--- config.mk ---
export PLATFORM = sky130hd
export DESIGN_NAME = uart_rx_controller
export DESIGN_NICKNAME = d
export VERILOG_FILES = /design/src/rtl/uart_pkg.sv /design/src/rtl/uart_bit_timer.sv /design/src/rtl/uart_rx_controller.sv
export SDC_FILE = /design/constraint.sdc
export NUM_CORES = 1
export LEC_CHECK = 0
export ABC_AREA = 0
export ABC_CLOCK_PERIOD_IN_PS = 5840
export CAP_MARGIN = 15
export CORE_AREA = 3 3 40 42
export CTS_BUF_LIST = sky130_fd_sc_hd__clkbuf_4
export CTS_CLUSTER_DIAMETER = 200
export DETAILED_ROUTE_END_ITERATION = 6
export DIE_AREA = 0 0 43 45
export GPL_TIMING_DRIVEN = 0
export HOLD_SLACK_MARGIN = 0.15
export PLACE_DENSITY_LB_ADDON = 0.15
export SYNTH_ARGS = -nofsm -noshare
export SYNTH_HDL_FRONTEND = slang
export SYNTH_HIERARCHICAL = 1
export SYNTH_SLANG_ARGS = --single-unit
--- constraint.sdc ---
create_clock -name clk -period 5.84 [get_ports clk]
set_clock_uncertainty 0.05 [all_clocks]
set_input_delay 0.584 -clock clk [delete_from_list [all_inputs] [get_ports clk]]
set_output_delay 0.584 -clock clk [all_outputs]
set_load 0.02 [all_outputs]
--- src/rtl/uart_pkg.sv ---
// Shared types and defaults for the UART receive frame sequencer.
package uart_pkg;

    typedef enum logic [2:0] {
        IDLE,
        START,
        DATA,
        STOP,
        BREAK
    } rx_state_t;

    localparam int UART_DEFAULT_CLKS_PER_BIT = 16;
    localparam int UART_DEFAULT_DATA_BITS    = 8;

    // Width of a counter that has to reach clks - 1; never narrower than one bit.
    function automatic int baud_cnt_width(input int clks);
        return (clks > 2) ? $clog2(clks) : 1;
    endfunction

endpackage

--- src/rtl/uart_bit_timer.sv ---
// Baud-rate counter: flags the mid-bit and end-of-bit points of a serial bit.
module uart_bit_timer
    import uart_pkg::*;
#(
    parameter int CLKS_PER_BIT = UART_DEFAULT_CLKS_PER_BIT
) (
    input  logic clk,
    input  logic rst_n,
    input  logic clear,
    output logic half_tick,
    output logic full_tick
);

    localparam int CW = baud_cnt_width(CLKS_PER_BIT);
    localparam logic [CW-1:0] HALF_CNT = CW'(CLKS_PER_BIT / 2 - 1);
    localparam logic [CW-1:0] FULL_CNT = CW'(CLKS_PER_BIT - 1);

    logic [CW-1:0] cnt;

    // NOTE: non-blocking assignment keeps every flop updating from pre-edge values.
    always_ff @(posedge clk or negedge rst_n) begin
        if (!rst_n) begin
            cnt <= '0;
        end else if (clear) begin
            cnt <= '0;
        end else begin
            cnt <= cnt + CW'(1);
        end
    end

    assign half_tick = (cnt == HALF_CNT);
    assign full_tick = (cnt == FULL_CNT);

endmodule

--- src/rtl/uart_rx_controller.sv ---
// UART receive frame sequencer: synchronises the line, finds the start bit and
// strobes each mid-bit sample into an external shift register.
module uart_rx_controller
    import uart_pkg::*;
#(
    parameter int CLKS_PER_BIT = UART_DEFAULT_CLKS_PER_BIT,
    parameter int DATA_BITS    = UART_DEFAULT_DATA_BITS
) (
    input  logic       clk,
    input  logic       rst_n,
    input  logic       rx_in,
    input  logic       enable,
    output logic       clr_datapath,
    output logic       shift_en,
    output logic       sample_bit,
    output logic [2:0] bit_idx,
    output logic       frame_done,
    output logic       frame_err,
    output logic       busy
);

    localparam logic [2:0] LAST_IDX = 3'(DATA_BITS - 1);

    rx_state_t  state, state_next;
    logic [2:0] bit_idx_next;
    logic       rx_meta, rx_s, rx_q;
    logic       half_tick, full_tick, timer_clear;

    // Synchroniser resets to the idle-high line level so reset release never looks like a start edge.
    always_ff @(posedge clk or negedge rst_n) begin
        if (!rst_n) begin
            rx_meta <= 1'b1;
            rx_s    <= 1'b1;
            rx_q    <= 1'b1;
        end else begin
            rx_meta <= rx_in;
            rx_s    <= rx_meta;
            rx_q    <= rx_s;
        end
    end

    always_ff @(posedge clk or negedge rst_n) begin
        if (!rst_n) begin
            state   <= IDLE;
            bit_idx <= '0;
        end else begin
            state   <= state_next;
            bit_idx <= bit_idx_next;
        end
    end

    // NOTE: every always_comb output gets a default first so no path can infer a latch.
    always_comb begin
        state_next   = state;
        bit_idx_next = bit_idx;
        clr_datapath = 1'b0;
        shift_en     = 1'b0;
        sample_bit   = 1'b0;
        frame_done   = 1'b0;
        frame_err    = 1'b0;
        unique case (state)
            IDLE: begin
                if (enable && rx_q && !rx_s) begin
                    state_next   = START;
                    clr_datapath = 1'b1;
                end
            end
            START: begin
                if (half_tick) begin
                    if (!rx_s) begin
                        state_next   = DATA;
                        bit_idx_next = '0;
                    end else begin
                        state_next = IDLE;
                    end
                end
            end
            DATA: begin
                if (full_tick) begin
                    shift_en   = 1'b1;
                    sample_bit = rx_s;
                    if (bit_idx == LAST_IDX) begin
                        state_next = STOP;
                    end else begin
                        bit_idx_next = bit_idx + 3'd1;
                    end
                end
            end
            STOP: begin
                if (full_tick) begin
                    if (rx_s) begin
                        frame_done = 1'b1;
                        state_next = IDLE;
                    end else begin
                        frame_err  = 1'b1;
                        state_next = BREAK;
                    end
                end
            end
            BREAK: begin
                if (rx_s) begin
                    state_next = IDLE;
                end
            end
            default: state_next = IDLE;
        endcase
    end

    // Restart the bit period on every state change and after each data sample.
    assign timer_clear = (state_next != state) || shift_en;
    assign busy        = (state != IDLE);

    uart_bit_timer #(
        .CLKS_PER_BIT(CLKS_PER_BIT)
    ) u_bit_timer (
        .clk      (clk),
        .rst_n    (rst_n),
        .clear    (timer_clear),
        .half_tick(half_tick),
        .full_tick(full_tick)
    );

endmodule

==> results summary <==
The share of the clock period used by the worst path is 48.0%. The number of max-slew violations in the final report came out at 0. The worst hold slack is 0.310 ns. The net total in the final layout is 85.

For this block, the via count after detailed routing is 535. Before CTS, the worst setup slack after placement is 3.31 ns. The cell type with the highest aggregate area in the netlist is dfrtp_1. During I/O placement, the number of pins put on the boundary was 13. Setup total negative slack on the finished layout was measured at 0 ns. The number of hold violations in the final report is 0. The synthesis-to-layout area growth is 24.8%. Data on the critical path is required at its endpoint by 5.21 ns. Setup repair after global routing left no endpoint under its margin. The area of the multi-input gates is 338 µm².

The post-synthesis average cell area came out at 11.2 µm². The switching power as a share of total power came out at 35.3%. In the final routed layout, each cell accounts on average for 14.5 µm. Internal power comes to 0.000186 W. The number of clock sinks came out at 13. The cell leakage power came out at 0.378 nW. The combinational share of power is 34.2%.

The post-detailed-route DRC marker count is 0. The fraction of met3 tracks used by global routing came out at 3.59%. After clock tree synthesis, the clock-pin slew on the worst setup and hold paths is 0.08 ns. The floorplan step set the die width to 43 µm. The count of cells resized by post-cts repair is 0.

The height of the chip came out at 45 µm. Buffers placed on the I/O ports in this run total 12. For this run, global-route usage on met2 was measured as 23.4%. The overall overflow remaining after global route came out at 0. The remaining max-slew budget at the tightest pin is 60.5%. In this run the standard cell core region covers 1280 µm².

The die outline area came out at 1940 µm². The number of routed nets with antenna violations came out at 0. The H-tree depth is 1.

Dividing total power by cell area gives a power density of 339 nW/µm². The final routed wirelength across all metal layers is 1330 µm. TritonCTS built the clock tree. In this run the critical register-to-register path is launched from u_bit_timer/cnt[0]. At the end of the flow the core is filled with cells to 66.2%. The HPWL after detailed placement is 969 µm. The number of antenna violations at the first check in global routing came out at 0. Buffers inserted to repair hold after CTS numbered 0. Setup violations remaining at the end of the flow were counted as 0. The first-pass iteration count of the detailed router came out at 4. Yosys attributes the largest share of cell area to dfrtp_1, dfstp_2, ha_1, nor2_1, nor2b_1.

The filler cells instantiated in the layout total 108. At the end of routability-driven placement, the weighted congestion stood at 0.839. VDD sags by at most 0.000252 V. The via count of the first global-routing pass is 506. The net load switching power is 0.000102 W. Traced cell by cell, the critical path runs through ha_1, and3_2, inv_1, nor2_1, and3_1, clkdlybuf4s50_1. The reg-to-reg endpoint is u_bit_timer/cnt[3]. After detailed placement, the total cell area comes to 821 µm². The met1 routing resource usage after global routing came out at 21.0%. The slowest stage of the critical path belongs to the cell clkdlybuf4s50_1. The number of cells on the worst hold path came out at 0. Max-cap violations in this run came to 0. The effective utilization at floorplan is 53.1%. The highest fanout seen on the critical path came out at 5. In this run the most critical hold path is launched from rx_meta. The transition time at the pin with the least slew margin is 0.591 ns.

The row count came out at 13. Once the clock tree was built, the setup fixing pass inserted 0 buffers. The sort of element at the end of the critical path is an output port. The part of the power in registers is 44.9%. For the worst setup path, the data arrival time is 2.17 ns. The worst reg-to-reg setup slack came out at 3.73 ns. The count of yosys warnings during synthesis is 6. The first global-routing pass estimated 2200 µm of wire. The maximum buffer depth of the clock tree is 2.

The number of diodes came out at 0. The number of buffers created by CTS is 3. The gate count after technology mapping came out at 61.

Across the whole layout, storage elements account for 329 µm². The run finished with clean final reports. The part of the power in the clock network is 21.0%. The sort of element at the start of the critical path is a register. In the global route stage, overall resource usage came out at 15.9%. The synthesized netlist occupies a cell area of 682 µm².

The worst path needs 2.80 ns of the cycle, external delays included. The path with the worst hold slack has its endpoint at rx_s. The fmax came out at 357 MHz. The ratio of cells with drive above 1 in the final layout came out at 19.5%. The critical path's largest stage delay is 0.60 ns.

The peak-usage layer in the global routing report is met2. The synthesized netlist net count is 68. The critical path is of the reg2out type. The vias per cell came out at 5.82. Entering global routing, the biggest net connects 14 pins. The min-delay analysis places its worst path in the category reg2reg. Synthesis instantiated 35 different standard cells from the library. The path depth of the worst reg2reg path came out at 8. The share of the synthesized area in the top cell type is 36.7%. The final instance area is 851 µm². The flip-flop and latch count after synthesis is 13. The proportion of synthesized chip area in sequential cells came out at 48.3%. The clock insertion delay at the later pin of the skew report came out at 0.27 ns. The number of DRC violations after detailed-routing iteration 0 is 14. The least setup slack across all paths after layout is 3.04 ns. CTS placed an instance of clkbuf_4 at the clock tree root.
[area by class of cell]
cell class / instances / share of cell area [%]
well taps: 15 / 2.21
clock buffers: 4 / 3.53
inverters: 2 / 0.882
plain buffers: 1 / 0.882
repair buffers: 12 / 14.1
flip-flops and latches: 13 / 38.7
multi-input cells: 45 / 39.7
[critical path: cells and delay by family (launching register included)]
family / cells / cell delay (ns)
adders and majority gates: 1 / 0.21
buffers and inverters: 2 / 0.68
DFF: 1 / 0.39
and+or+nand+nor: 3 / 0.61
[cell usage after synthesis]
master,n
nor2b_4,1
a2111oi_1,1
buf_4,1
a31oi_2,1
nor2b_2,1
inv_1,2
a211o_1,1
o311ai_0,1
nand2_1,1
a22oi_1,1
and3_2,1
dfrtp_1,10
xnor2_1,1
a22o_1,2
dfstp_2,3
a21oi_1,1
nand3_2,1
ha_1,3
nand3_1,1
nor2_1,8
and2_1,1
o21ai_0,1
and4_1,1
a311oi_1,1
mux2_4,1
and4bb_4,1
o31ai_1,1
o21ai_1,1
nor3_1,1
and3_1,2
or3_1,1
nand2b_1,1
o22ai_1,1
o22a_1,1
nor2b_1,4
[layout by cell type (no fill, tap or decap), types with 2 or more instances in the layout]
cell             count
nor2_1               8
dfrtp_1             10
clkdlybuf4s50_1     12
ha_1                 3
a22o_1               2
and3_1               2
inv_1                2
dfstp_2              3
nor2b_1              4
clkbuf_4             4
[layer usage]
metal  up-vias  routed length, µm
li1        255                  -
met1       257                638
met2        21                586
met3         2                 90
met4         0                 15
met5         -                  0
[worst max path at each step]
stage	from	endpoint	cells past startpoint
2_1_floorplan	u_bit_timer/cnt[0]	sample_bit	4
3_3_place_gp	enable	clr_datapath	3
3_5_place_dp	enable	clr_datapath	3
4_1_cts	u_bit_timer/cnt[0]	frame_err	6
5_1_grt	u_bit_timer/cnt[0]	frame_done	6
6_report	u_bit_timer/cnt[0]	frame_err	6
[through the flow]
stage | total power, W | instances
after floorplan | 0.000199 | 61
after global placement | 0.000224 | 88
after detailed placement | 0.000229 | 88
after CTS | 0.000290 | 92
after global routing | 0.000307 | 92
final | 0.000288 | 92
[cells by family after synthesis]
kind of cell               count (synthesis)  synth area share (%)
buffers and inverters                      3                  2.20
xor gates and xnor gates                   1                  1.28
DFF                                       13                  48.3
and+or+nand+nor                           26                  24.2
AOI/OAI and AO/OA                         14                  16.3
muxes                                      1                  2.20
adders and majority gates                  3                  5.51
[sequential cells by signal, indices dropped and copies added, names as in the netlist]
name and cells:
rx_s 1, rx_q 1, state 3, rx_meta 1, u_bit_timer/cnt 4, bit_idx 3
[power groups by stage]
stage                     sequential, W   clock, W  combinational [W]
after floorplan                0.000127          0          0.0000724
after global placement         0.000130          0          0.0000944
after detailed placement       0.000131          0          0.0000988
after CTS                      0.000129  0.0000616          0.0000989
after global routing           0.000132  0.0000656           0.000109
final                          0.000129  0.0000604          0.0000984
No activity file was read; power rests on OpenSTA's default activity.
